===== config.mk =====
export PLATFORM = sky130hd
export DESIGN_NAME = serial_subtractor
export DESIGN_NICKNAME = d
export VERILOG_FILES = /design/src/rtl/sub_pkg.sv /design/src/rtl/sub_chunk.sv /design/src/rtl/serial_subtractor.sv
export SDC_FILE = /design/constraint.sdc
export NUM_CORES = 1
export LEC_CHECK = 0
export BUFFER_PORTS_ARGS = -buffer_cell sky130_fd_sc_hd__buf_4
export CAP_MARGIN = 0
export CELL_PAD_IN_SITES_DETAIL_PLACEMENT = 1
export CELL_PAD_IN_SITES_GLOBAL_PLACEMENT = 2
export CORE_ASPECT_RATIO = 0.8
export CORE_MARGIN = 3
export CORE_UTILIZATION = 33
export DETAILED_ROUTE_END_ITERATION = 8
export PLACE_DENSITY_LB_ADDON = 0.1
export REMOVE_ABC_BUFFERS = 1
export SYNTH_ARGS = -nofsm -noshare
export SYNTH_HDL_FRONTEND = slang
export SYNTH_HIERARCHICAL = 1
export SYNTH_SLANG_ARGS = --single-unit

===== constraint.sdc =====
create_clock -name clk_i -period 6.58 [get_ports clk_i]
set_input_delay 0.987 -clock clk_i [delete_from_list [all_inputs] [get_ports clk_i]]
set_output_delay 0.987 -clock clk_i [all_outputs]
set_load 0.05 [all_outputs]

===== src/rtl/sub_pkg.sv =====
// Shared types and helpers for the serial subtractor: FSM state encoding and
// the slice-counter width function.
package sub_pkg;

  typedef enum logic [1:0] {
    IDLE = 2'd0,
    RUN  = 2'd1,
    DONE = 2'd2
  } sub_state_e;

  // A single-slice configuration still needs a one-bit counter.
  function automatic int cnt_width(input int nchunk);
    return (nchunk <= 1) ? 1 : $clog2(nchunk);
  endfunction

endpackage


===== src/rtl/sub_chunk.sv =====
// Combinational CHUNK_W-bit ripple-borrow subtractor built from full-subtractor
// cells: diff = a - b - borrow_in, borrow_out from the top cell.
module sub_chunk #(
  parameter int CHUNK_W = 8
) (
  input  logic [CHUNK_W-1:0] a,
  input  logic [CHUNK_W-1:0] b,
  input  logic               borrow_in,
  output logic [CHUNK_W-1:0] diff,
  output logic               borrow_out
);

  logic [CHUNK_W:0] chain;

  assign chain[0] = borrow_in;

  for (genvar i = 0; i < CHUNK_W; i++) begin : g_cell
    assign diff[i]      = a[i] ^ b[i] ^ chain[i];
    assign chain[i + 1] = (~a[i] & b[i]) | (~(a[i] ^ b[i]) & chain[i]);
  end

  assign borrow_out = chain[CHUNK_W];

endmodule


===== src/rtl/serial_subtractor.sv =====
// Multi-cycle subtractor: diff = a - b - borrow_in, one CHUNK_W slice per clock,
// LSB first. Define SUB_OVF_EN to enable the signed-overflow flag on ovf_o.
module serial_subtractor
  import sub_pkg::*;
#(
  parameter int WIDTH   = 32,
  parameter int CHUNK_W = 8
) (
  input  logic             clk_i,
  input  logic             rst_i,
  input  logic             start_i,
  input  logic [WIDTH-1:0] a_i,
  input  logic [WIDTH-1:0] b_i,
  input  logic             borrow_i,
  output logic             ready_o,
  output logic             valid_o,
  output logic [WIDTH-1:0] diff_o,
  output logic             borrow_o,
  output logic             ovf_o
);

  localparam int NCHUNK = WIDTH / CHUNK_W;
  localparam int CW     = cnt_width(NCHUNK);
  localparam logic [CW-1:0] LAST = CW'(NCHUNK - 1);

  sub_state_e state, state_nxt;

  logic [WIDTH-1:0]   a_q, b_q, diff_q;
  logic               brw_q;
  logic [CW-1:0]      k_q;

  logic [CHUNK_W-1:0] a_sl, b_sl, d_sl;
  logic               brw_sl;
  int                 lo;

  always_comb begin
    lo   = int'(k_q) * CHUNK_W;
    a_sl = a_q[lo +: CHUNK_W];
    b_sl = b_q[lo +: CHUNK_W];
  end

  // Single shared slice subtractor, steered by the slice counter.
  sub_chunk #(.CHUNK_W(CHUNK_W)) u_chunk (
    .a          (a_sl),
    .b          (b_sl),
    .borrow_in  (brw_q),
    .diff       (d_sl),
    .borrow_out (brw_sl)
  );

  always_ff @(posedge clk_i) begin
    if (rst_i) state <= IDLE;
    else       state <= state_nxt;
  end

  always_comb begin
    state_nxt = state;
    ready_o   = 1'b0;
    case (state)
      IDLE: begin
        ready_o = 1'b1;
        if (start_i) state_nxt = RUN;
      end
      RUN:     if (k_q == LAST) state_nxt = DONE;
      DONE:    state_nxt = IDLE;
      default: state_nxt = IDLE;
    endcase
  end

  always_ff @(posedge clk_i) begin
    if (rst_i) begin
      a_q      <= '0;
      b_q      <= '0;
      diff_q   <= '0;
      brw_q    <= 1'b0;
      k_q      <= '0;
      valid_o  <= 1'b0;
      diff_o   <= '0;
      borrow_o <= 1'b0;
    end else begin
      valid_o <= 1'b0;
      case (state)
        IDLE: if (start_i) begin
          a_q   <= a_i;
          b_q   <= b_i;
          brw_q <= borrow_i;
          k_q   <= '0;
        end
        RUN: begin
          diff_q[lo +: CHUNK_W] <= d_sl;
          brw_q                 <= brw_sl;
          k_q                   <= k_q + 1'b1;
        end
        DONE: begin
          diff_o   <= diff_q;
          borrow_o <= brw_q;
          valid_o  <= 1'b1;
        end
        default: ;
      endcase
    end
  end

`ifdef SUB_OVF_EN
  // Operands of opposite sign whose result sign differs from the minuend.
  always_ff @(posedge clk_i) begin
    if (rst_i)
      ovf_o <= 1'b0;
    else if (state == DONE)
      ovf_o <= (a_q[WIDTH-1] != b_q[WIDTH-1]) && (diff_q[WIDTH-1] != a_q[WIDTH-1]);
  end
`else
  assign ovf_o = 1'b0;
`endif

endmodule


Yosys cells after proc, flatten, opt, wreduce, memory -nomap -nowiden
Index checks and enable logic that the tools add are counted.
W data, S select, Z words.
Cells by class
  add/subtract/negate cells: 2
  reduce and logical (&&, ||, !) cells: 5
  bitwise gates (word level): 56
  shift-type cells: 4
  equal/unequal tests: 5
  muxes and demuxes: 10
Operators with widths (number)
  $shiftx A32 B6 Y8: 2
  $neg A5 Y33: 1
  $shift A8 B33 Y32 const A: 1
  $shiftx A8 B33 Y32: 1
  $bwmux W32: 1
  $and A1 B1 Y1: 16
  $not A1 Y1: 16
  $xor A1 B1 Y1: 16
  $or A1 B1 Y1: 8
  $pmux W2 S2: 2
  $mux W2: 3
  $reduce_and A2 Y1: 3
  $eq A2 B2 Y1 const B: 2
  $ne A2 B2 Y1 const B: 2
  $mux W1: 3
  $add A2 B1 Y2 const B: 1
  $eq A2 B1 Y1 const B: 1
  $logic_not A2 Y1: 1
  $pmux W1 S2: 1
  $reduce_bool A2 Y1: 1
Storage, ports and cells
  logic and storage cells: 91
  output and inout port bits: 36
  register bits after elaboration: 135
  input port bits: 68

Depth between registers and ports, before layout
  word-level depth: 20
  gate-level depth with buffers: 18
  gate-level depth less buffers: 16

Modules after synthesis
Netlist, hierarchy kept.
Modules (own cells, without submodules)
  serial_subtractor: instances 1, area each 5250.0 um^2, sequential area each 2702.6 um^2, cells each 593
  sub_chunk: instances 1, area each 227.7 um^2, sequential area each 0.0 um^2, cells each 26

Least setup slack after synthesis
No wires, ideal clock.
  path type: reg-to-reg
  start point: register k_q[0]
  end point: register diff_q[15]
  arrival: 4.478 ns
  stages on the path, launching flop included: 16
  buffers on the path: 2
  setup time: 0.117 ns
  clock period less this slack: 4.595 ns
  data required time: 6.463 ns
  slack: 1.985 ns
  cell sequence: dfxtp_1 buf_6 buf_6 mux4_2 inv_1 fa_1 inv_1 fa_1 fa_1 fa_1 fa_1 fa_1 fa_1 inv_1 fa_1 a22o_1
Between the ends
  cells in the longest elaborated chain, start to end: 20
  elaborated cells between the ends (all ways): 57
  classes of those cells: add/sub: 1; shift: 4; mux: 1; bitwise: 51
Ends and longest elaborated chain
  from (decl): RTL line serial_subtractor.sv:30  | logic [CW-1:0] k_q;
  from (signal assigned): RTL line serial_subtractor.sv:92  | k_q <= k_q + 1'b1;
  $shiftx A32 B6 Y8 (*): RTL line serial_subtractor.sv:39  | b_sl = b_q[lo +: CHUNK_W];
  net b_sl[0]: RTL line serial_subtractor.sv:32  | logic [CHUNK_W-1:0] a_sl, b_sl, d_sl;
  $xor A1 B1 Y1: RTL line sub_chunk.sv:19  | assign chain[i + 1] = (~a[i] & b[i]) | (~(a[i] ^ b[i]) & chain[i]);
  $not A1 Y1: RTL line sub_chunk.sv:19
  $and A1 B1 Y1: RTL line sub_chunk.sv:19
  $or A1 B1 Y1 (*): RTL line sub_chunk.sv:19
  $and A1 B1 Y1 (*): RTL line sub_chunk.sv:19
  $or A1 B1 Y1 (*): RTL line sub_chunk.sv:19
  [... 6 more ...]
  $and A1 B1 Y1 (*): RTL line sub_chunk.sv:19
  $or A1 B1 Y1 (*): RTL line sub_chunk.sv:19
  $and A1 B1 Y1 (*): RTL line sub_chunk.sv:19
  $or A1 B1 Y1 (*): RTL line sub_chunk.sv:19
  $xor A1 B1 Y1 (*): RTL line sub_chunk.sv:18  | assign diff[i] = a[i] ^ b[i] ^ chain[i];
  net d_sl[7]: RTL line serial_subtractor.sv:32
  $shiftx A8 B33 Y32 (*): RTL line serial_subtractor.sv:90  | diff_q[lo +: CHUNK_W] <= d_sl;
  $bwmux W32 (*): RTL line serial_subtractor.sv:90
  to (signal, indexed assignment): RTL line serial_subtractor.sv:90
  to (decl): RTL line serial_subtractor.sv:28  | logic [WIDTH-1:0] a_q, b_q, diff_q;
Mark *: on every way through the listed nets, which the timed path passes. The rest lies on a longest branch.
A chain may end at the register's enable or synchronous reset.

Worst setup path after layout
  start point: register k_q[0]
  end point: register diff_q[23]
The elaborated chain is that of the path after synthesis.

==> run metrics <==
core region area 0.0160 mm²; Max Slew Vio Count 0; Rows 41; Synth Register Bits 135; Top Usage Layer GRT met2; Synth Area in Compound Gates 13.4%; Critical Path AT 4880 ps; ratio of cells with drive above 1 in the final layout 22.8%; WS Path Type register to register; Net count, final 782; cts bufs inserted 17; post-synthesis simple-gate area fraction 19.6%; Inserted Diodes 0; Layout Skew 11.8 ps; largest family of logic cells by synthesized area simple AND/OR/NAND/NOR gates; Buffers on Ports 102; Post-synth EDFFs 0; Final Hold Viols 0; cell chosen for the clock root clkbuf_16; WL/cell 15.6 µm; Mapped Cells 619; Cell Chain, Critical Path mux4_2 -> inv_1 -> fa_1 -> inv_1 -> fa_1 -> fa_1 -> fa_1 -> fa_1 -> fa_1 -> fa_1 -> inv_1 -> fa_1 -> a22o_1; initial antenna violation count 0; post-CTS setup buffer count 0; Fin Setup TNS 0 ps; clk buf depth 2; Leak 2.66 nW; vias in the first global route 4640; Pre-Repair DR Iteration Count 4; fill count 1882; Chip Height 121 µm; Resize count post-CTS 0; status finished clean; met1 GRT Util 24.5%; drt first-iter violations 157; Most common cell on crit path fa_1; max cap viols 0; area grow syn2layout 25.4%; mux share of post-synthesis cell area 6.94%; Post-Route WL 14500 µm; period utilization 69.5%; clock sinks 135; Post-CTS Hold Buffers 0; Post-Synth XOR/XNOR Area 0%; CP max FO 8; Ports 104; clock transition at the registers of the reported paths 60 ps; pwr dens 289 mW/mm²; post-synthesis cell area 0.00548 mm²; FFs w/ async S/R, synth 0%; final worst path period need 4570 ps; pin count of the biggest net entering global routing 70; htree depth 4; GRT met3 Usage 4.97%; max frequency 219 MHz; Total Routing Usage GR 16.9%; kind of start point of the critical path register; VDD IR max 0.153 mV; met2 usage 24.7%; CP Capture Type register; min-delay worst type register to register; Yosys Warn Count 6; Worst Tran Pin Value 716 ps; CTS tree built; DP Wirelength 10200 µm; Vias 4448; initial core utilization 34.2%; Worst EP required 6890 ps; Crit-path slowest cell mux4_2; syn avg cell area 8.85 µm²; drc violations 0; commonest non-fill, non-tap cell in the layout nand2_1; first-pass GRT wire length 24100 µm; unrepaired setup endpoints after global routing no; die area 0.0182 mm²; Avg Vias per Cell 4.79; Congestion Overflow GR 0; antenna viol nets, final 0; post-synthesis sequential area ratio 49.3%; Synth Area in Adders 4.07%; Placer Congestion 0.764; max_slew headroom 52.3%; Worst Hold Slack 453 ps; Die W 150 µm; distinct cell type count of the synthesized netlist 31; crit-path max cell delay 540 ps; worst-skew pair later-pin latency 420 ps; most frequent cells in the layout nand2_1 (210), dfxtp_1 (134), a21oi_1 (116); most used flip-flop cell after synthesis dfxtp_1; Final setup viols 0
layout make-up:
| type | instances | area (µm²) | area share, % |
|---|---|---|---|
| Tap cell | 215 | 269 | 3.92 |
| Multi-Input combinational cell | 417 | 2430 | 35.3 |
| Clock inverter | 13 | 126 | 1.84 |
| Inverter | 21 | 78.8 | 1.15 |
| Clock buffer | 19 | 443 | 6.45 |
| Timing Repair Buffer | 109 | 818 | 11.9 |
| Sequential cell | 135 | 2700 | 39.4 |
state kept, by name (all words and copies together) (netlist names):
register	flops
brw_q	1
diff_o	32
b_q	32
valid_o	1
state	2
diff_q	32
a_q	32
borrow_o	1
k_q	2
where the power goes:
group / switching, mW / internal, mW / total (mW)
sequential: 0.0185 / 0.846 / 0.865
clock: 0.370 / 0.533 / 0.903
combinational: 0.129 / 0.0876 / 0.216
kinds of logic (layout without fill, tap and decap cells):
group           Yosys count  count (layout)
other cells               1               1
fa+ha+maj                13              13
flops                   135             135
simple gates            251             251
compound gates          134             134
mux                      18              18
buf+inv                  67             162
worst paths after layout:
kind | start | endpoint | slack, ps | cells past startpoint
hold reg to reg | diff_o[12] | diff_o[12] | 450 | 2
hold / removal | diff_o[12] | diff_o[12] | 450 | 2
setup / recovery | k_q[0] | diff_q[23] | 2010 | 13
setup reg to reg | k_q[0] | diff_q[23] | 2010 | 13
metrics by stage:
stage	power (mW)	setup slack [ps]	std cells	util, %	instance area, µm²
after detailed placement	1.10	1950	897	39.3	6300
after global placement	1.10	2030	897	39.3	6300
after CTS	2.02	1950	929	42.9	6870
after floorplan	0.995	1590	573	-	5200
after global routing	2.09	1800	929	42.9	6870
final	1.98	2010	929	42.9	6870
routing by layer:
layer	wire length [µm]	part of all wire [%]	vias to the layer above
met4	62	0.43	0
met3	713	4.9	4
met5	0	0	-
li1	-	-	2230
met2	6410	44	90
met1	7310	50	2124
cells in the mapped netlist (5+ instances only):
cell type  number  area, µm²
nand2_1       210        788
dfxtp_1       135       2700
a21oi_1       116        581
inv_1          21       78.8
buf_2          18       90.1
a22o_1         16        140
clkbuf_1       16       60.1
mux4_2         16        360
nand3_1        16       80.1
buf_6          10        113
fa_1            8        160
nor2_1          6       22.5
ha_1            5       62.6
worst max-delay path, delay by kind of cell (launching register included):
| family | cells | cell delay (ps) |
|---|---|---|
| AO/OA/AOI/OAI | 1 | 240 |
| adder cells (fa/ha/maj) | 8 | 2980 |
| buffers and inverters | 3 | 220 |
| flip-flops | 1 | 490 |
| multiplexers | 1 | 540 |
Note: power is estimated with default switching activity, not from simulation.
